**src/rtl/vsram_pkg.sv**
```systemverilog
// Shared definitions for the virtual-SRAM link: frame layout, word widths,
// master FSM state encoding and a frame-building helper. Both the master and
// any slave model take the frame layout from here.
package vsram_pkg;

  localparam int ADDR_W    = 6;
  localparam int DATA_W    = 16;
  localparam int FRAME_W   = 36;
  localparam int WE_BIT    = 35;
  localparam int WDATA_MSB = 34;
  localparam int WDATA_LSB = 19;
  localparam int ADDR_MSB  = 5;
  localparam int ADDR_LSB  = 0;

  typedef enum logic [2:0] {
    IDLE   = 3'd0,
    SETUP  = 3'd1,
    STROBE = 3'd2,
    HOLD   = 3'd3,
    DONE   = 3'd4
  } state_e;

  // Assemble a link frame; the reserved bits between wdata and addr stay zero.
  function automatic logic [FRAME_W-1:0] build_frame(
    input logic              we,
    input logic [ADDR_W-1:0] addr,
    input logic [DATA_W-1:0] wdata
  );
    logic [FRAME_W-1:0] f;
    f                        = '0;
    f[WE_BIT]                = we;
    f[WDATA_MSB:WDATA_LSB]   = wdata;
    f[ADDR_MSB:ADDR_LSB]     = addr;
    return f;
  endfunction

endpackage

```
**src/rtl/vsram_phase_cnt.sv**
```systemverilog
// Phase timer for the vsram master: a down-counter reloaded with CLK_DIV-1
// at the start of every link phase; tc_o marks the last cycle of the phase.
module vsram_phase_cnt #(
  parameter int CLK_DIV = 2
) (
  input  logic clk_i,
  input  logic rst_ni,
  input  logic load_i,
  output logic tc_o
);

  localparam int CNT_W = (CLK_DIV > 1) ? $clog2(CLK_DIV) : 1;
  localparam logic [CNT_W-1:0] LOAD_VAL = CNT_W'(CLK_DIV - 1);
  localparam logic [CNT_W-1:0] ONE      = CNT_W'(1);

  if (CLK_DIV < 1) begin : g_bad_div
    $error("vsram_phase_cnt: CLK_DIV must be at least 1");
  end

  logic [CNT_W-1:0] cnt_q;
  logic [CNT_W-1:0] cnt_d;

  // Next count: reload at phase start, otherwise count down and park at zero.
  always_comb begin
    cnt_d = cnt_q;
    if (load_i) begin
      cnt_d = LOAD_VAL;
    end else if (cnt_q != '0) begin
      cnt_d = cnt_q - ONE;
    end else begin
      cnt_d = cnt_q;
    end
  end

  // Count register.
  always_ff @(posedge clk_i or negedge rst_ni) begin
    if (!rst_ni) begin
      cnt_q <= '0;
    end else begin
      cnt_q <= cnt_d;
    end
  end

  assign tc_o = (cnt_q == '0);

endmodule

```
**src/rtl/vsram_master.sv**
```systemverilog
// Initiator side of the virtual-SRAM link. Turns one CPU data-port request
// into a single framed transfer: SETUP (select + frame), STROBE (one sck
// high phase, slave writes on its rising edge), HOLD (frame kept stable),
// then a one-cycle DONE. All link outputs come straight from flops.
module vsram_master
  import vsram_pkg::*;
#(
  parameter int CLK_DIV = 2
) (
  input  logic               clk_i,
  input  logic               rst_ni,
  input  logic               req_i,
  input  logic               wr_i,
  input  logic [ADDR_W-1:0]  addr_i,
  input  logic [DATA_W-1:0]  wdata_i,
  output logic               ready_o,
  output logic               done_o,
  output logic [DATA_W-1:0]  rdata_o,
  output logic               sck_o,
  output logic               cs_n_o,
  output logic [FRAME_W-1:0] mosi_o,
  input  logic [DATA_W-1:0]  miso_i
);

  state_e             state_q;
  logic [FRAME_W-1:0] frame_q;
  logic [DATA_W-1:0]  rdata_q;
  logic               sck_q;
  logic               cs_n_q;
  logic               ready_q;
  logic               done_q;

  logic               load_s;
  logic               tc_s;

  vsram_phase_cnt #(
    .CLK_DIV (CLK_DIV)
  ) u_phase_cnt (
    .clk_i  (clk_i),
    .rst_ni (rst_ni),
    .load_i (load_s),
    .tc_o   (tc_s)
  );

  // Restart the phase timer on acceptance and at every phase boundary.
  always_comb begin
    load_s = 1'b0;
    case (state_q)
      IDLE: begin
        if (req_i) begin
          load_s = 1'b1;
        end else begin
          load_s = 1'b0;
        end
      end
      SETUP, STROBE, HOLD: load_s = tc_s;
      default: load_s = 1'b0;
    endcase
  end

  // Link FSM with registered link/handshake outputs and read-data capture.
  always_ff @(posedge clk_i or negedge rst_ni) begin
    if (!rst_ni) begin
      state_q <= IDLE;
      frame_q <= '0;
      rdata_q <= '0;
      sck_q   <= 1'b0;
      cs_n_q  <= 1'b1;
      ready_q <= 1'b1;
      done_q  <= 1'b0;
    end else begin
      case (state_q)
        IDLE: begin
          done_q <= 1'b0;
          if (req_i) begin
            frame_q <= build_frame(wr_i, addr_i, wdata_i);
            cs_n_q  <= 1'b0;
            ready_q <= 1'b0;
            state_q <= SETUP;
          end
        end
        SETUP: begin
          if (tc_s) begin
            sck_q   <= 1'b1;
            state_q <= STROBE;
          end
        end
        STROBE: begin
          if (tc_s) begin
            sck_q   <= 1'b0;
            state_q <= HOLD;
            // Slave drives miso combinationally from the addressed word.
            if (!frame_q[WE_BIT]) begin
              rdata_q <= miso_i;
            end
          end
        end
        HOLD: begin
          if (tc_s) begin
            cs_n_q  <= 1'b1;
            frame_q <= '0;
            done_q  <= 1'b1;
            state_q <= DONE;
          end
        end
        DONE: begin
          done_q  <= 1'b0;
          ready_q <= 1'b1;
          state_q <= IDLE;
        end
        default: begin
          frame_q <= '0;
          sck_q   <= 1'b0;
          cs_n_q  <= 1'b1;
          ready_q <= 1'b1;
          done_q  <= 1'b0;
          state_q <= IDLE;
        end
      endcase
    end
  end

  assign ready_o = ready_q;
  assign done_o  = done_q;
  assign rdata_o = rdata_q;
  assign sck_o   = sck_q;
  assign cs_n_o  = cs_n_q;
  assign mosi_o  = frame_q;

endmodule

```
**config.mk**
```make
export PLATFORM = sky130hd
export DESIGN_NAME = vsram_master
export DESIGN_NICKNAME = d
export VERILOG_FILES = /design/src/rtl/vsram_pkg.sv /design/src/rtl/vsram_phase_cnt.sv /design/src/rtl/vsram_master.sv
export SDC_FILE = /design/constraint.sdc
export NUM_CORES = 1
export LEC_CHECK = 0
export ABC_AREA = 1
export CELL_PAD_IN_SITES_DETAIL_PLACEMENT = 1
export CELL_PAD_IN_SITES_GLOBAL_PLACEMENT = 1
export CORE_AREA = 3 3 93 95
export CTS_BUF_LIST = sky130_fd_sc_hd__clkbuf_16
export DETAILED_ROUTE_END_ITERATION = 7
export DIE_AREA = 0 0 96 98
export MAX_ROUTING_LAYER = met4
export PLACE_DENSITY_LB_ADDON = 0.05
export SETUP_SLACK_MARGIN = 0.02
export SYNTH_ARGS = -nofsm -noshare
export SYNTH_HDL_FRONTEND = slang
export SYNTH_SLANG_ARGS = --single-unit
```
**constraint.sdc**
```tcl
create_clock -name clk_i -period 1.6 [get_ports clk_i]
set_input_delay 0.4 -clock clk_i [delete_from_list [all_inputs] [get_ports clk_i]]
set_output_delay 0.4 -clock clk_i [all_outputs]
set_load 0.1 [all_outputs]
```
* Yosys cells after proc, flatten, opt, wreduce, memory -nomap -nowiden
Index checks and enable logic that the tools add are counted.
Cells by class: add/sub/neg operators 1, equal/unequal tests 8, multiplexer cells 19, bitwise gates (word level) 6, reduce and logical (&&, ||, !) cells 11
Operators with widths (number):
- one-hot mux 36 bit (3 select lines) | 1
- 2-to-1 mux 36 bit | 2
- 2-to-1 mux 3 bit | 4
- one-hot mux 3 bit (4 select lines) | 1
- AND reduction 3 bit | 3
- OR reduction 3 bit | 3
- != test 2 bit (second input constant) | 4
- equality test 3 x 2 -> 1 bit (second input constant) | 2
- 2-to-1 mux 1 bit | 6
- inverter 1 bit | 6
- one-hot mux 1 bit (2 select lines) | 3
- one-hot mux 1 bit (3 select lines) | 2
- AND reduction 2 bit | 2
- AND reduction 4 bit | 1
- equality test 3 x 1 -> 1 bit (second input constant) | 1
- equality test 3 bit (second input constant) | 1
- zero test 3 bit | 1
- OR reduction 2 bit | 1
- subtractor 1 bit (second input constant) | 1
Storage, ports and cells: bits in registers 60, input port bits 42, output and inout port bits 56

* Longest topological paths before layout
depth after elaboration 4, gate-level depth with buffers 8

* Hierarchy
From an unflattened synthesis, not the netlist that was laid out.
Unflattened totals: cells, all modules 285, area, all modules 2272.2 um^2
Modules (own cells, without submodules):
- vsram_master | instances 1, cells each 283, area an instance 2243.4 um^2, sequential area each 1153.6 um^2
- vsram_phase_cnt | instances 1, cells each 2, area an instance 28.8 um^2, sequential area each 25.0 um^2

* Worst setup path before layout
Ideal clock, no wire load.
kind register to register, start reg frame_q[35], in the netlist mosi_o[35], end reg rdata_q[0], in the netlist rdata_o[0], setup time 0.067 ns, arrival time 1.473 ns, data required time 1.533 ns, slack 0.060 ns, stages on the path, launching flop included 6, buffers on the path 1, clock period less this slack 1.540 ns, cells stage by stage dfrtp_1 -> nor2_8 -> nand2_4 -> buf_6 -> nand2_1 -> nand2_1
Between the ends: longest elaborated chain between the ends 2
Ends and longest elaborated chain:
- start: declaration | line vsram_master.sv:26 | logic [FRAME_W-1:0] frame_q;
- start signal: assignment | line vsram_master.sv:76 | frame_q <= build_frame(wr_i, addr_i, wdata_i);
- inverter 1 bit (no line)
- AND reduction 3 bit (no line)
- end signal: assignment | line vsram_master.sv:94 | rdata_q <= miso_i;
- end: declaration | line vsram_master.sv:27 | logic [DATA_W-1:0] rdata_q;
No other way between the ends. A chain may end at the register's enable or synchronous reset.

* Final worst setup path
start reg frame_q[35], in the netlist mosi_o[35], end out mosi_o[35]
RTL lines:
- end: declaration | line vsram_master.sv:21 | output logic [FRAME_W-1:0] mosi_o,
No word-level cell between the ends.

==> impl_metrics.json <==
{
  "yosysTopAreaCell": "dfrtp_1",
  "reg2reg_slack_ns": 0.18,
  "drt-initial-drc-count": 98,
  "grt_max_degree": 48,
  "startpoint_type": "flop",
  "diodes": 0,
  "cts_buffers": 5,
  "clk_latency_ns": 0.28,
  "grt-ovfl-total": 0,
  "clock_sinks": 47,
  "routed_wl_um": 6850,
  "final_layout_size_suffix_gt1_share_pct": 21.2,
  "htree_levels": 2,
  "skew_ns": 0.00768,
  "arrival_ns": 1.05,
  "post-place-ws_ns": -0.0104,
  "core-area_sq_mm": 0.00781,
  "cp.required_ns": 1.20,
  "synth.distinct_cells": 22,
  "vias_per_cell": 4.51,
  "area_growth_syn_to_layout_pct": 65.2,
  "maxCapViolCount": 0,
  "track_usage_pct": 16.0,
  "initial_core_util_pct": 30.4,
  "finalHoldViolations": 0,
  "critPathTopFamily": "flip-flops",
  "fin_crit_ns": 1.45,
  "slew_viol_final": 0,
  "wl_per_cell_um": 14.4,
  "critPathKind": "reg -> out",
  "cts_root_buf": "clkbuf_16",
  "rows": 32,
  "seq_area_frac_synth_pct": 49.6,
  "cp_slowest_cell": "dfrtp_1",
  "cts_tree": "done",
  "die_h_um": 98,
  "synth_warnings": 0,
  "first_pass_iters": 4,
  "grt_pass1_vias": 2291,
  "yosys.area.top_type_share_pct": 47.4,
  "ys_ff_latch": 47,
  "nets": 414,
  "dp_hpwl_um": 4850,
  "setup_violations": 0,
  "syn_area_per_cell_sq_um": 8.30,
  "slowest_delay_ns": 0.54,
  "cts_resized": 0,
  "min_path_type": "in -> async",
  "postCtsSetupBuffers": 0,
  "synthTopCellsByArea": "dfrtp_1, nand2_1, nand4_1, buf_4, inv_1",
  "netlist_instances": 286,
  "max_freq_mhz": 691,
  "cp-end-kind": "primary output",
  "die_area_sq_mm": 0.00941,
  "syn_area_sq_mm": 0.00237,
  "clockBufferDepth": 2,
  "drc_errors": 0,
  "path_clk_slew_ns": 0.07,
  "rsz0062_at_grt": "false",
  "period_share_pct": 90.5,
  "vias": 2144,
  "io_buffer_count": 84,
  "finalWorstSetupSlack_ns": 0.152,
  "finalWeightedCongestion": 0.728,
  "antenna_found_initial": 0,
  "postCtsHoldBufs": 0,
  "cp_max_fo": 3,
  "die_x_um": 96,
  "status": "completed",
  "postRouteAntennaNets": 0,
  "critical_path_buf_inv_count": 1,
  "grt_pass1_wl_um": 11600,
  "cp_cell_sequence": "buf_12",
  "pin_count": 98
}
==> synthesized netlist by cell type (all sizes together) <==
| cell | instances |
|---|---|
| nand3 | 21 |
| o21a | 1 |
| dfstp | 2 |
| clkbuf | 1 |
| o21ai | 3 |
| nand2 | 99 |
| nand4 | 27 |
| nor2 | 29 |
| inv | 30 |
| buf | 27 |
| conb | 1 |
| dfrtp | 45 |
==> stage by stage <==
stage	std cells	utilization, %	hold WS, ns	cell area, sq um	setup TNS, ns
2_1_floorplan	298	-	0.104	2420	0
3_3_place_gp	467	47.8	0.413	3730	0
3_5_place_dp	467	47.8	0.408	3730	-0.0326
4_1_cts	475	50.2	0.103	3920	0
5_1_grt	475	50.2	0.104	3920	0
6_report	475	50.2	0.0762	3920	0
==> final cells by class <==
cell class | instances | area (sq um)
repair buffers | 95 | 1400
flip-flops and latches | 47 | 1180
fillers | 872 | 3880
clock buffers | 5 | 125
inverters | 30 | 113
multi-input cells | 193 | 915
clock inverters | 3 | 63.8
well taps | 102 | 128
==> worst paths after layout <==
check	start	to	depth (start not counted)
worst max-delay path	mosi_o[35]	mosi_o[35]	1
worst min register to register	cs_n_o	cs_n_o	2
max in group asynchronous	rst_ni	ready_o	2
worst min-delay path	rst_ni	mosi_o[32]	2
min in group clk_i	cs_n_o	cs_n_o	2
worst max register to register	state_q[0]	mosi_o[21]	7
==> per-layer routing <==
| metal | part of all wire (%) | GRT usage [%] | vias to the layer above |
|---|---|---|---|
| met5 | 0 | - | - |
| met3 | 5.3 | 2.93 | 4 |
| li1 | - | - | 1045 |
| met4 | 0.61 | 2.95 | 0 |
| met1 | 45 | 21.1 | 1029 |
| met2 | 49 | 25.7 | 66 |
==> placed cells by master (no fill, tap or decap), drive strengths merged <==
cell | netlist | routed
dfrtp | 45 | 45
bufinv | 0 | 2
inv | 30 | 31
nand3 | 21 | 21
buf | 27 | 55
dfstp | 2 | 2
conb | 1 | 13
nor2 | 29 | 29
clkdlybuf4s50 | 0 | 40
o21ai | 3 | 3
o21a | 1 | 1
clkbuf | 1 | 5
nand2 | 99 | 99
nand4 | 27 | 27
==> flip-flops by register name, summed over array words and instances (netlist names) <==
register           count
ready_o                1
u_phase_cnt.cnt_q      1
sck_o                  1
mosi_o                23
state_q                3
cs_n_o                 1
rdata_o               16
done_o                 1
==> kinds of logic (layout without fill, tap and decap cells) <==
family,Yosys count,in the layout,synth area share [%]
compound gates,4,4,0.948
flops,47,47,49.6
simple gates,176,176,35.5
buf+inv,58,133,13.8
other cells,1,13,0.158
Power is not shown: default switching activity piles up to over one toggle a cycle in this logic, so the estimate is an artifact.
